## src/rtl/store_combine_buffer_if.sv

```systemverilog
// Store buffer bus bundle: commit-side push, forwarding lookup and memory drain.
// The master drives stores, lookups and drain_ready; the slave is the buffer.
interface store_combine_buffer_if #(
   parameter int XLEN   = 32,
   parameter int ADDR_W = 32
);
   localparam int BL = XLEN / 8;

   logic              push_valid;
   logic              push_ready;
   logic [ADDR_W-1:0] push_addr;
   logic [XLEN-1:0]   push_data;
   logic [BL-1:0]     push_be;

   logic              ld_req;
   logic [ADDR_W-1:0] ld_addr;
   logic              ld_fwd_valid;
   logic [XLEN-1:0]   ld_fwd_data;
   logic [BL-1:0]     ld_fwd_be;

   logic              drain_valid;
   logic              drain_ready;
   logic [ADDR_W-1:0] drain_addr;
   logic [XLEN-1:0]   drain_data;
   logic [BL-1:0]     drain_be;

   modport master (
      output push_valid, push_addr, push_data, push_be, ld_req, ld_addr, drain_ready,
      input  push_ready, ld_fwd_valid, ld_fwd_data, ld_fwd_be,
             drain_valid, drain_addr, drain_data, drain_be
   );

   modport slave (
      input  push_valid, push_addr, push_data, push_be, ld_req, ld_addr, drain_ready,
      output push_ready, ld_fwd_valid, ld_fwd_data, ld_fwd_be,
             drain_valid, drain_addr, drain_data, drain_be
   );
endinterface

```

## src/rtl/store_combine_buffer.sv

```systemverilog
// Circular store combine buffer: byte-merging pushes, in-order drain, 1-cycle load forwarding.
// Optional SDB_STAT_EN adds saturating combine/allocate counters.
module store_combine_buffer #(
   parameter int SDB_NUM = 16,
   parameter int XLEN    = 32,
   parameter int ADDR_W  = 32
) (
   input  logic                       clk,
   input  logic                       rst_n,
   store_combine_buffer_if.slave      bus,
   output logic [$clog2(SDB_NUM):0]   count,
   output logic                       empty,
   output logic                       full
`ifdef SDB_STAT_EN
   ,
   output logic [31:0]                stat_combine_cnt,
   output logic [31:0]                stat_alloc_cnt
`endif
);
   localparam int SDB_WIDTH = $clog2(SDB_NUM);
   localparam int BL        = XLEN / 8;
   localparam int OFF       = $clog2(BL);
   localparam int WA_W      = ADDR_W - OFF;

   typedef logic [SDB_WIDTH-1:0] idx_t;
   typedef logic [SDB_WIDTH:0]   ptr_t;

   logic [SDB_NUM-1:0] ent_valid;
   logic [WA_W-1:0]    ent_waddr [SDB_NUM];
   logic [XLEN-1:0]    ent_data  [SDB_NUM];
   logic [BL-1:0]      ent_be    [SDB_NUM];

   ptr_t head;
   ptr_t tail;
   idx_t head_idx;
   idx_t tail_idx;

   logic [WA_W-1:0]    push_wa;
   logic [WA_W-1:0]    ld_wa;
   logic               drain_vld;
   logic [SDB_NUM-1:0] cmb_hits;
   logic               cmb_hit;
   idx_t               cmb_idx;
   logic               push_fire;
   logic               do_combine;
   logic               do_alloc;
   logic               drain_fire;

   logic [SDB_NUM-1:0] lane_hits;
   logic [SDB_WIDTH:0] lane_sel;
   logic [BL-1:0]      fwd_be_n;
   logic [XLEN-1:0]    fwd_data_n;

   logic unused_addr_bits;
   assign unused_addr_bits = ^{bus.push_addr[OFF-1:0], bus.ld_addr[OFF-1:0]};

   // Binary tree of 2:1 pickers; the winner is the hit farthest from head (youngest).
   function automatic logic [SDB_WIDTH:0] pick_youngest(input logic [SDB_NUM-1:0] hits,
                                                        input idx_t hd);
      logic [SDB_NUM-1:0] h;
      idx_t               ix [SDB_NUM];
      idx_t               age_a;
      idx_t               age_b;
      h = hits;
      for (int i = 0; i < SDB_NUM; i++) ix[i] = idx_t'(i);
      for (int l = 0; l < SDB_WIDTH; l++) begin
         for (int j = 0; j < (SDB_NUM >> (l + 1)); j++) begin
            age_a = ix[2*j] - hd;
            age_b = ix[2*j+1] - hd;
            if (h[2*j+1] && (!h[2*j] || age_b > age_a)) ix[j] = ix[2*j+1];
            else                                         ix[j] = ix[2*j];
            h[j] = h[2*j] | h[2*j+1];
         end
      end
      return {h[0], ix[0]};
   endfunction

   assign head_idx = head[SDB_WIDTH-1:0];
   assign tail_idx = tail[SDB_WIDTH-1:0];
   assign empty    = (head == tail);
   assign full     = (head_idx == tail_idx) && (head[SDB_WIDTH] != tail[SDB_WIDTH]);
   assign count    = tail - head;
   assign push_wa  = bus.push_addr[ADDR_W-1:OFF];
   assign ld_wa    = bus.ld_addr[ADDR_W-1:OFF];

   assign drain_vld       = !empty;
   assign bus.drain_valid = drain_vld;
   assign bus.drain_addr  = {ent_waddr[head_idx], {OFF{1'b0}}};
   assign bus.drain_data  = ent_data[head_idx];
   assign bus.drain_be    = ent_be[head_idx];

   // The head may be leaving this cycle, so it never takes new bytes.
   always_comb begin
      cmb_hits = '0;
      for (int i = 0; i < SDB_NUM; i++) begin
         cmb_hits[i] = ent_valid[i] && (ent_waddr[i] == push_wa)
                       && !(drain_vld && (idx_t'(i) == head_idx));
      end
      {cmb_hit, cmb_idx} = pick_youngest(cmb_hits, head_idx);
   end

   assign bus.push_ready = cmb_hit | !full;
   assign push_fire      = bus.push_valid & bus.push_ready;
   assign do_combine     = push_fire & cmb_hit;
   assign do_alloc       = push_fire & !cmb_hit;
   assign drain_fire     = drain_vld & bus.drain_ready;

   always_comb begin
      fwd_be_n   = '0;
      fwd_data_n = '0;
      lane_hits  = '0;
      lane_sel   = '0;
      for (int b = 0; b < BL; b++) begin
         for (int i = 0; i < SDB_NUM; i++) begin
            lane_hits[i] = ent_valid[i] && (ent_waddr[i] == ld_wa) && ent_be[i][b];
         end
         lane_sel    = pick_youngest(lane_hits, head_idx);
         fwd_be_n[b] = lane_sel[SDB_WIDTH];
         if (lane_sel[SDB_WIDTH]) begin
            fwd_data_n[b*8 +: 8] = ent_data[lane_sel[SDB_WIDTH-1:0]][b*8 +: 8];
         end
      end
   end

   always_ff @(posedge clk or negedge rst_n) begin
      if (!rst_n) begin
         ent_valid <= '0;
         head      <= '0;
         tail      <= '0;
         for (int i = 0; i < SDB_NUM; i++) begin
            ent_waddr[i] <= '0;
            ent_data[i]  <= '0;
            ent_be[i]    <= '0;
         end
      end else begin
         if (do_alloc) begin
            ent_valid[tail_idx] <= 1'b1;
            ent_waddr[tail_idx] <= push_wa;
            ent_data[tail_idx]  <= bus.push_data;
            ent_be[tail_idx]    <= bus.push_be;
            tail                <= tail + ptr_t'(1);
         end
         if (do_combine) begin
            for (int b = 0; b < BL; b++) begin
               if (bus.push_be[b]) ent_data[cmb_idx][b*8 +: 8] <= bus.push_data[b*8 +: 8];
            end
            ent_be[cmb_idx] <= ent_be[cmb_idx] | bus.push_be;
         end
         if (drain_fire) begin
            ent_valid[head_idx] <= 1'b0;
            head                <= head + ptr_t'(1);
         end
      end
   end

   always_ff @(posedge clk or negedge rst_n) begin
      if (!rst_n) begin
         bus.ld_fwd_valid <= 1'b0;
         bus.ld_fwd_data  <= '0;
         bus.ld_fwd_be    <= '0;
      end else begin
         bus.ld_fwd_valid <= bus.ld_req;
         bus.ld_fwd_data  <= bus.ld_req ? fwd_data_n : '0;
         bus.ld_fwd_be    <= bus.ld_req ? fwd_be_n : '0;
      end
   end

`ifdef SDB_STAT_EN
   always_ff @(posedge clk or negedge rst_n) begin
      if (!rst_n) begin
         stat_combine_cnt <= '0;
         stat_alloc_cnt   <= '0;
      end else begin
         if (do_combine && (stat_combine_cnt != 32'hFFFF_FFFF))
            stat_combine_cnt <= stat_combine_cnt + 32'd1;
         if (do_alloc && (stat_alloc_cnt != 32'hFFFF_FFFF))
            stat_alloc_cnt <= stat_alloc_cnt + 32'd1;
      end
   end
`endif

endmodule
```

## src/flat_wrapper.sv

```systemverilog
// flat-port wrapper written by rule: the top's interface ports become plain ports
module store_combine_buffer_flat 
#(
   parameter int SDB_NUM = 16,
   parameter int XLEN    = 32,
   parameter int ADDR_W  = 32
)
  (clk, rst_n, count, empty, full, bus_push_valid, bus_push_addr, bus_push_data, bus_push_be, bus_ld_req, bus_ld_addr, bus_drain_ready, bus_push_ready, bus_ld_fwd_valid, bus_ld_fwd_data, bus_ld_fwd_be, bus_drain_valid, bus_drain_addr, bus_drain_data, bus_drain_be);
  store_combine_buffer_if #(.XLEN(XLEN), .ADDR_W(ADDR_W)) bus_i ();
  input  logic clk;
  input  logic rst_n;
  output logic [$clog2(SDB_NUM):0] count;
  output logic empty;
  output logic full;
  input wire logic [$bits(bus_i.push_valid)-1:0] bus_push_valid;
  input wire logic [$bits(bus_i.push_addr)-1:0] bus_push_addr;
  input wire logic [$bits(bus_i.push_data)-1:0] bus_push_data;
  input wire logic [$bits(bus_i.push_be)-1:0] bus_push_be;
  input wire logic [$bits(bus_i.ld_req)-1:0] bus_ld_req;
  input wire logic [$bits(bus_i.ld_addr)-1:0] bus_ld_addr;
  input wire logic [$bits(bus_i.drain_ready)-1:0] bus_drain_ready;
  output wire logic [$bits(bus_i.push_ready)-1:0] bus_push_ready;
  output wire logic [$bits(bus_i.ld_fwd_valid)-1:0] bus_ld_fwd_valid;
  output wire logic [$bits(bus_i.ld_fwd_data)-1:0] bus_ld_fwd_data;
  output wire logic [$bits(bus_i.ld_fwd_be)-1:0] bus_ld_fwd_be;
  output wire logic [$bits(bus_i.drain_valid)-1:0] bus_drain_valid;
  output wire logic [$bits(bus_i.drain_addr)-1:0] bus_drain_addr;
  output wire logic [$bits(bus_i.drain_data)-1:0] bus_drain_data;
  output wire logic [$bits(bus_i.drain_be)-1:0] bus_drain_be;
  assign bus_i.push_valid = bus_push_valid;
  assign bus_i.push_addr = bus_push_addr;
  assign bus_i.push_data = bus_push_data;
  assign bus_i.push_be = bus_push_be;
  assign bus_i.ld_req = bus_ld_req;
  assign bus_i.ld_addr = bus_ld_addr;
  assign bus_i.drain_ready = bus_drain_ready;
  assign bus_push_ready = bus_i.push_ready;
  assign bus_ld_fwd_valid = bus_i.ld_fwd_valid;
  assign bus_ld_fwd_data = bus_i.ld_fwd_data;
  assign bus_ld_fwd_be = bus_i.ld_fwd_be;
  assign bus_drain_valid = bus_i.drain_valid;
  assign bus_drain_addr = bus_i.drain_addr;
  assign bus_drain_data = bus_i.drain_data;
  assign bus_drain_be = bus_i.drain_be;
  store_combine_buffer #(.SDB_NUM(SDB_NUM), .XLEN(XLEN), .ADDR_W(ADDR_W)) u_core (.clk(clk), .rst_n(rst_n), .bus(bus_i), .count(count), .empty(empty), .full(full));
endmodule
```

## config.mk

```make
export PLATFORM = sky130hd
export DESIGN_NAME = store_combine_buffer_flat
export DESIGN_NICKNAME = d
export VERILOG_FILES = /design/src/rtl/store_combine_buffer_if.sv /design/src/rtl/store_combine_buffer.sv /design/src/flat_wrapper.sv
export SDC_FILE = /design/constraint.sdc
export NUM_CORES = 2
export LEC_CHECK = 0
export ABC_CLOCK_PERIOD_IN_PS = 26400
export BUFFER_PORTS_ARGS = -buffer_cell sky130_fd_sc_hd__buf_2
export CAP_MARGIN = 20
export CORE_ASPECT_RATIO = 2
export CORE_MARGIN = 2
export CORE_UTILIZATION = 35
export CTS_CLUSTER_SIZE = 25
export DETAILED_ROUTE_END_ITERATION = 7
export GPL_TIMING_DRIVEN = 0
export PLACE_DENSITY = 0.61
export SLEW_MARGIN = 20
export SYNTH_ARGS = -nofsm -noshare
export SYNTH_HDL_FRONTEND = slang
export SYNTH_SLANG_ARGS = --single-unit
```

## constraint.sdc

```tcl
create_clock -name clk -period 26.4 [get_ports clk]
set_clock_uncertainty 0.2 [all_clocks]
set_input_delay 1.32 -clock clk [delete_from_list [all_inputs] [get_ports clk]]
set_output_delay 1.32 -clock clk [all_outputs]
set_load 0.005 [all_outputs]
```

==> results.ini, run 1 <==
[yosys]
yosysWarnings=0
synth-seq-cells=1119
avgSynthCellArea_um2=10.85
synth_ff_type=dfrtp_1
synth_cells=7639
synth_most_common_cell=dfrtp_1
synth.area.top_cells=dfrtp_1, xnor2_1, mux2_2, mux4_2, ha_1
synth_top_area_share_pct=33.78
synth_edf_count=0
async_flop_share_pct=100.0
syn-cell-area_mm2=0.08290
ys_types=123
yosysSeqAreaShare_pct=33.78
synth_common_cells=dfrtp_1, xnor2_1, nand2_1, mux2_2, nand4_1
synth_top_cell_by_area=dfrtp_1

[global_route]
overflow=2648
track_usage_pct=65.81
grt_pass1_wl_mm=1102
grt_start_max_net_pins=137
grt_pass1_vias=96110

[cts]
clock_sinks=1119
cts_buffer_depth=3
cts-root-buf=clkbuf_16
h-tree-depth=3
cts_resized=0
cts_buffers=115
cts_setup_buffers=0
hold_buffers=0

[die]
fp.dieW_um=348.1
rows=252
io_pins=219
start_util_pct=35.20
die_height_um=692.3

[status]
stop_error=[ERROR GRT-0116] Global routing finished with congestion. Check the congestion regions in the DRC Viewer.
status=did not finish
haltStage=global routing

[place]
gp_routability_congestion=1.193
portBuffers=151
hpwlAfterDp_mm=520.6

[layer usage]
layer | overflow | track usage [%]
met5 | 6 | 16.47
met4 | 899 | 67.66
met3 | 70 | 44.66
met2 | 1654 | 89.49
met1 | 19 | 62.60
[cells by family after synthesis]
| group | Yosys count | share of synthesized area, % |
|---|---|---|
| simple gates | 2024 | 12.65 |
| mux | 1542 | 25.34 |
| flops | 1119 | 33.78 |
| xor+xnor | 1113 | 11.78 |
| buf+inv | 761 | 4.446 |
| compound gates | 731 | 6.478 |
| fa+ha+maj | 348 | 5.533 |
| other cells | 1 | 0.004523 |
[through the flow]
step | instances | setup TNS, ps | area, um2 | setup slack (ps)
2_1_floorplan | 7640 | 0 | 82910 | 13100
3_3_place_gp | 10840 | -1938180 | 87480 | -2242
3_5_place_dp | 10970 | 0 | 90210 | 8561
4_1_cts | 11190 | 0 | 94310 | 8447
==> inputs of run 2 (changes only) <==
CORE_ASPECT_RATIO = not set   (was 2)
CORE_UTILIZATION = 20   (was 35)
CTS_CLUSTER_SIZE = not set   (was 25)
PLACE_DENSITY = not set   (was 0.61)
PLACE_DENSITY_LB_ADDON = 0.15   (was not set)
==> run 2 against run 1 <==
Compared with the run above:
- the flow now finishes without violations
- synthesized area is the same
- synthesized cell count did not move
==> results.ini, run 2 <==
[status]
status=finished clean

[yosys]
synth_cells=7639  ; unchanged
yosysWarnings=0  ; unchanged
ys_types=123  ; unchanged
yosysSeqAreaShare_pct=33.78  ; unchanged
synth-seq-cells=1119  ; unchanged
synth_most_common_cell=dfrtp_1
synth_common_cells=dfrtp_1, xnor2_1, nand2_1, mux2_2, nand4_1
synth_top_cell_by_area=dfrtp_1
avgSynthCellArea_um2=10.85  ; unchanged
syn-cell-area_mm2=0.08290  ; unchanged
synth_top_area_share_pct=33.78  ; unchanged
synth.area.top_cells=dfrtp_1, xnor2_1, mux2_2, mux4_2, ha_1
synth_edf_count=0  ; unchanged
synth_ff_type=dfrtp_1
async_flop_share_pct=100.0  ; unchanged

[cts]
cts_buffer_depth=4  ; +1
cts_tree=yes
h-tree-depth=4  ; +1
clock_sinks=1119  ; unchanged
cts_setup_buffers=0  ; unchanged
cts-root-buf=clkbuf_16
hold_buffers=0  ; unchanged
path_clk_slew_ps=60
cts_buffers=160  ; +39%
clk_latency_ps=960
cts_resized=0  ; unchanged

[power]
cellLeakagePower_nw=39.60
ir_worst_vdd_mv=0.06170
powerDensity_mw_per_mm2=140.0

[critical_path]
cp.required_ps=27010
slowest_stage=o21ai_2
crit_top_cell=ha_1
start_kind=flip-flop
cp_max_fo=39
crit_arrival_ps=18370
cp_slowest_stage_delay_ps=1110
setup.worst_path.end_class=flip-flop
critical_path_class=flip-flop to flip-flop

[drt]
drt_iter0_drc=8426
totalWireLength_mm=566.9
viasPerCell=5.265
drc=0
vias=72130
wl_per_cell_um=41.38
final_antenna_net_count=0
firstDrtPassIters=6

[sta]
holdWs_ps=54.16
rsz0062_at_grt=false
max_freq_ghz=0.05630
fin_crit_ps=17760
finalHoldViolations=0
setup_viol=0
tightest_slew_ps=1327
max-slew-margin-rel_pct=11.27
slew_violations=0
min_period_over_period_pct=67.28

[global_route]
track_usage_pct=26.39
grt_start_max_net_pins=131
antenna_found_initial=87
overflow=0
grt_pass1_vias=69820
grt_pass1_wl_mm=728.4

[cells_and_area]
area_growth_pct=19.14
nets=8528
largest_register_ffs=512
regMostFlops=u_core.ent_data
design_area_mm2=0.09877
layout_common_cells=dfrtp_1, xnor2_1, nand2_1, mux2_2, nand4_1
drive_above_1_share_pct=27.25
largest_registers=u_core.ent_data (512), u_core.ent_waddr (480), u_core.ent_be (64)
final_common_cell=dfrtp_1

[place]
portBuffers=151  ; unchanged
hpwlAfterDp_mm=431.8  ; -17%
placement.cell_area_mm2=0.09315  ; +3.3%
gp_routability_congestion=1.013  ; -15%

[run]
drv_cap=0

[die]
start_util_pct=20.08  ; -15 points
dieArea_mm2=0.4197
fp.dieW_um=647.8  ; +86%
coreArea_mm2=0.4128
die_height_um=647.8  ; -6.4%
io_pins=219  ; unchanged
rows=236  ; -6.3%

[min_path]
holdCritPathClass=input pin to asynchronous set/reset pin

run 2: cell counts after synthesis:
No cell type changed its count.
run 2: final cells by class:
cell class                      instances  area [um2]
Fill cell                           44010      314000
Multi-Input combinational cell       5760       51720
Sequential cell                      1119       28010
Tap cell                             5474        6849
Clock buffer                          218        4543
Timing Repair Buffer                  273        2821
Buffer                                491        2805
Inverter                              270        1021
Clock inverter                         71       940.9
Antenna cell                           24       60.06
run 2: per-stage QoR:
stage,instances,setup WS [ps],setup TNS [ps],utilization [%],total power [mW]
after floorplan,7640,13100,0,-,7.673
after global placement,13270,-4148,-4169500,21.93,11.05
after detailed placement,13380,9122,0,22.57,11.30
after CTS,13670,9093,0,23.89,13.72
after global routing,13680,8523,0,23.91,14.36
final,13700,8639,0,23.93,13.83
run 2: worst paths after layout:
kind | from | slack, ps | cells after the start | end
max | u_core.head[1] | 8640 | 49 | u_core.ent_data[470]
min | rst_n | 50 | 1 | u_core.ent_waddr[329]
max reg2reg | u_core.head[1] | 8640 | 49 | u_core.ent_data[470]
min reg2reg | u_core.ent_data[356] | 320 | 1 | u_core.ent_data[356]
max in group asynchronous | rst_n | 23610 | 4 | u_core.ent_data[296]
min in group clk | u_core.ent_data[356] | 320 | 1 | u_core.ent_data[356]
run 2: worst max-delay path, delay by kind of cell, from the launching register on:
family	cells	cell delay (ps)
AO/OA/AOI/OAI	16	5700
XOR/XNOR	1	130
adder cells (fa/ha/maj)	10	3120
buffers and inverters	10	2960
flip-flops	1	840
multiplexers	3	1050
AND/OR/NAND/NOR	9	3310
run 2: report_power, final:
| group | leakage, nW | total (mW) | internal, mW | switching (mW) |
|---|---|---|---|---|
| clock | 2.69 | 2.34 | 1.37 | 0.972 |
| combinational | 22.9 | 7.54 | 3.21 | 4.33 |
| sequential | 14.0 | 3.94 | 2.48 | 1.47 |
run 2: cells by family (layout without fill, tap and decap cells):
group | count (synthesis) | count (layout) | share of synthesized area [%]
simple gates | 2024 | 2024 | 12.65
mux | 1542 | 1542 | 25.34
fa+ha+maj | 348 | 348 | 5.533
xor+xnor | 1113 | 1113 | 11.78
compound gates | 731 | 731 | 6.478
other cells | 1 | 26 | 0.004523
buf+inv | 761 | 1323 | 4.446
flops | 1119 | 1119 | 33.78
run 2: per-layer routing:
| layer | GRT usage (%) | vias up | wire, um |
|---|---|---|---|
| met5 | 0 | - | 112 |
| met4 | 14.01 | 16 | 36420 |
| met3 | 5.307 | 913 | 43710 |
| met2 | 39.44 | 3913 | 240800 |
| met1 | 35.63 | 38480 | 245800 |
| li1 | - | 28810 | - |
Note: power is estimated with default switching activity, not from simulation.
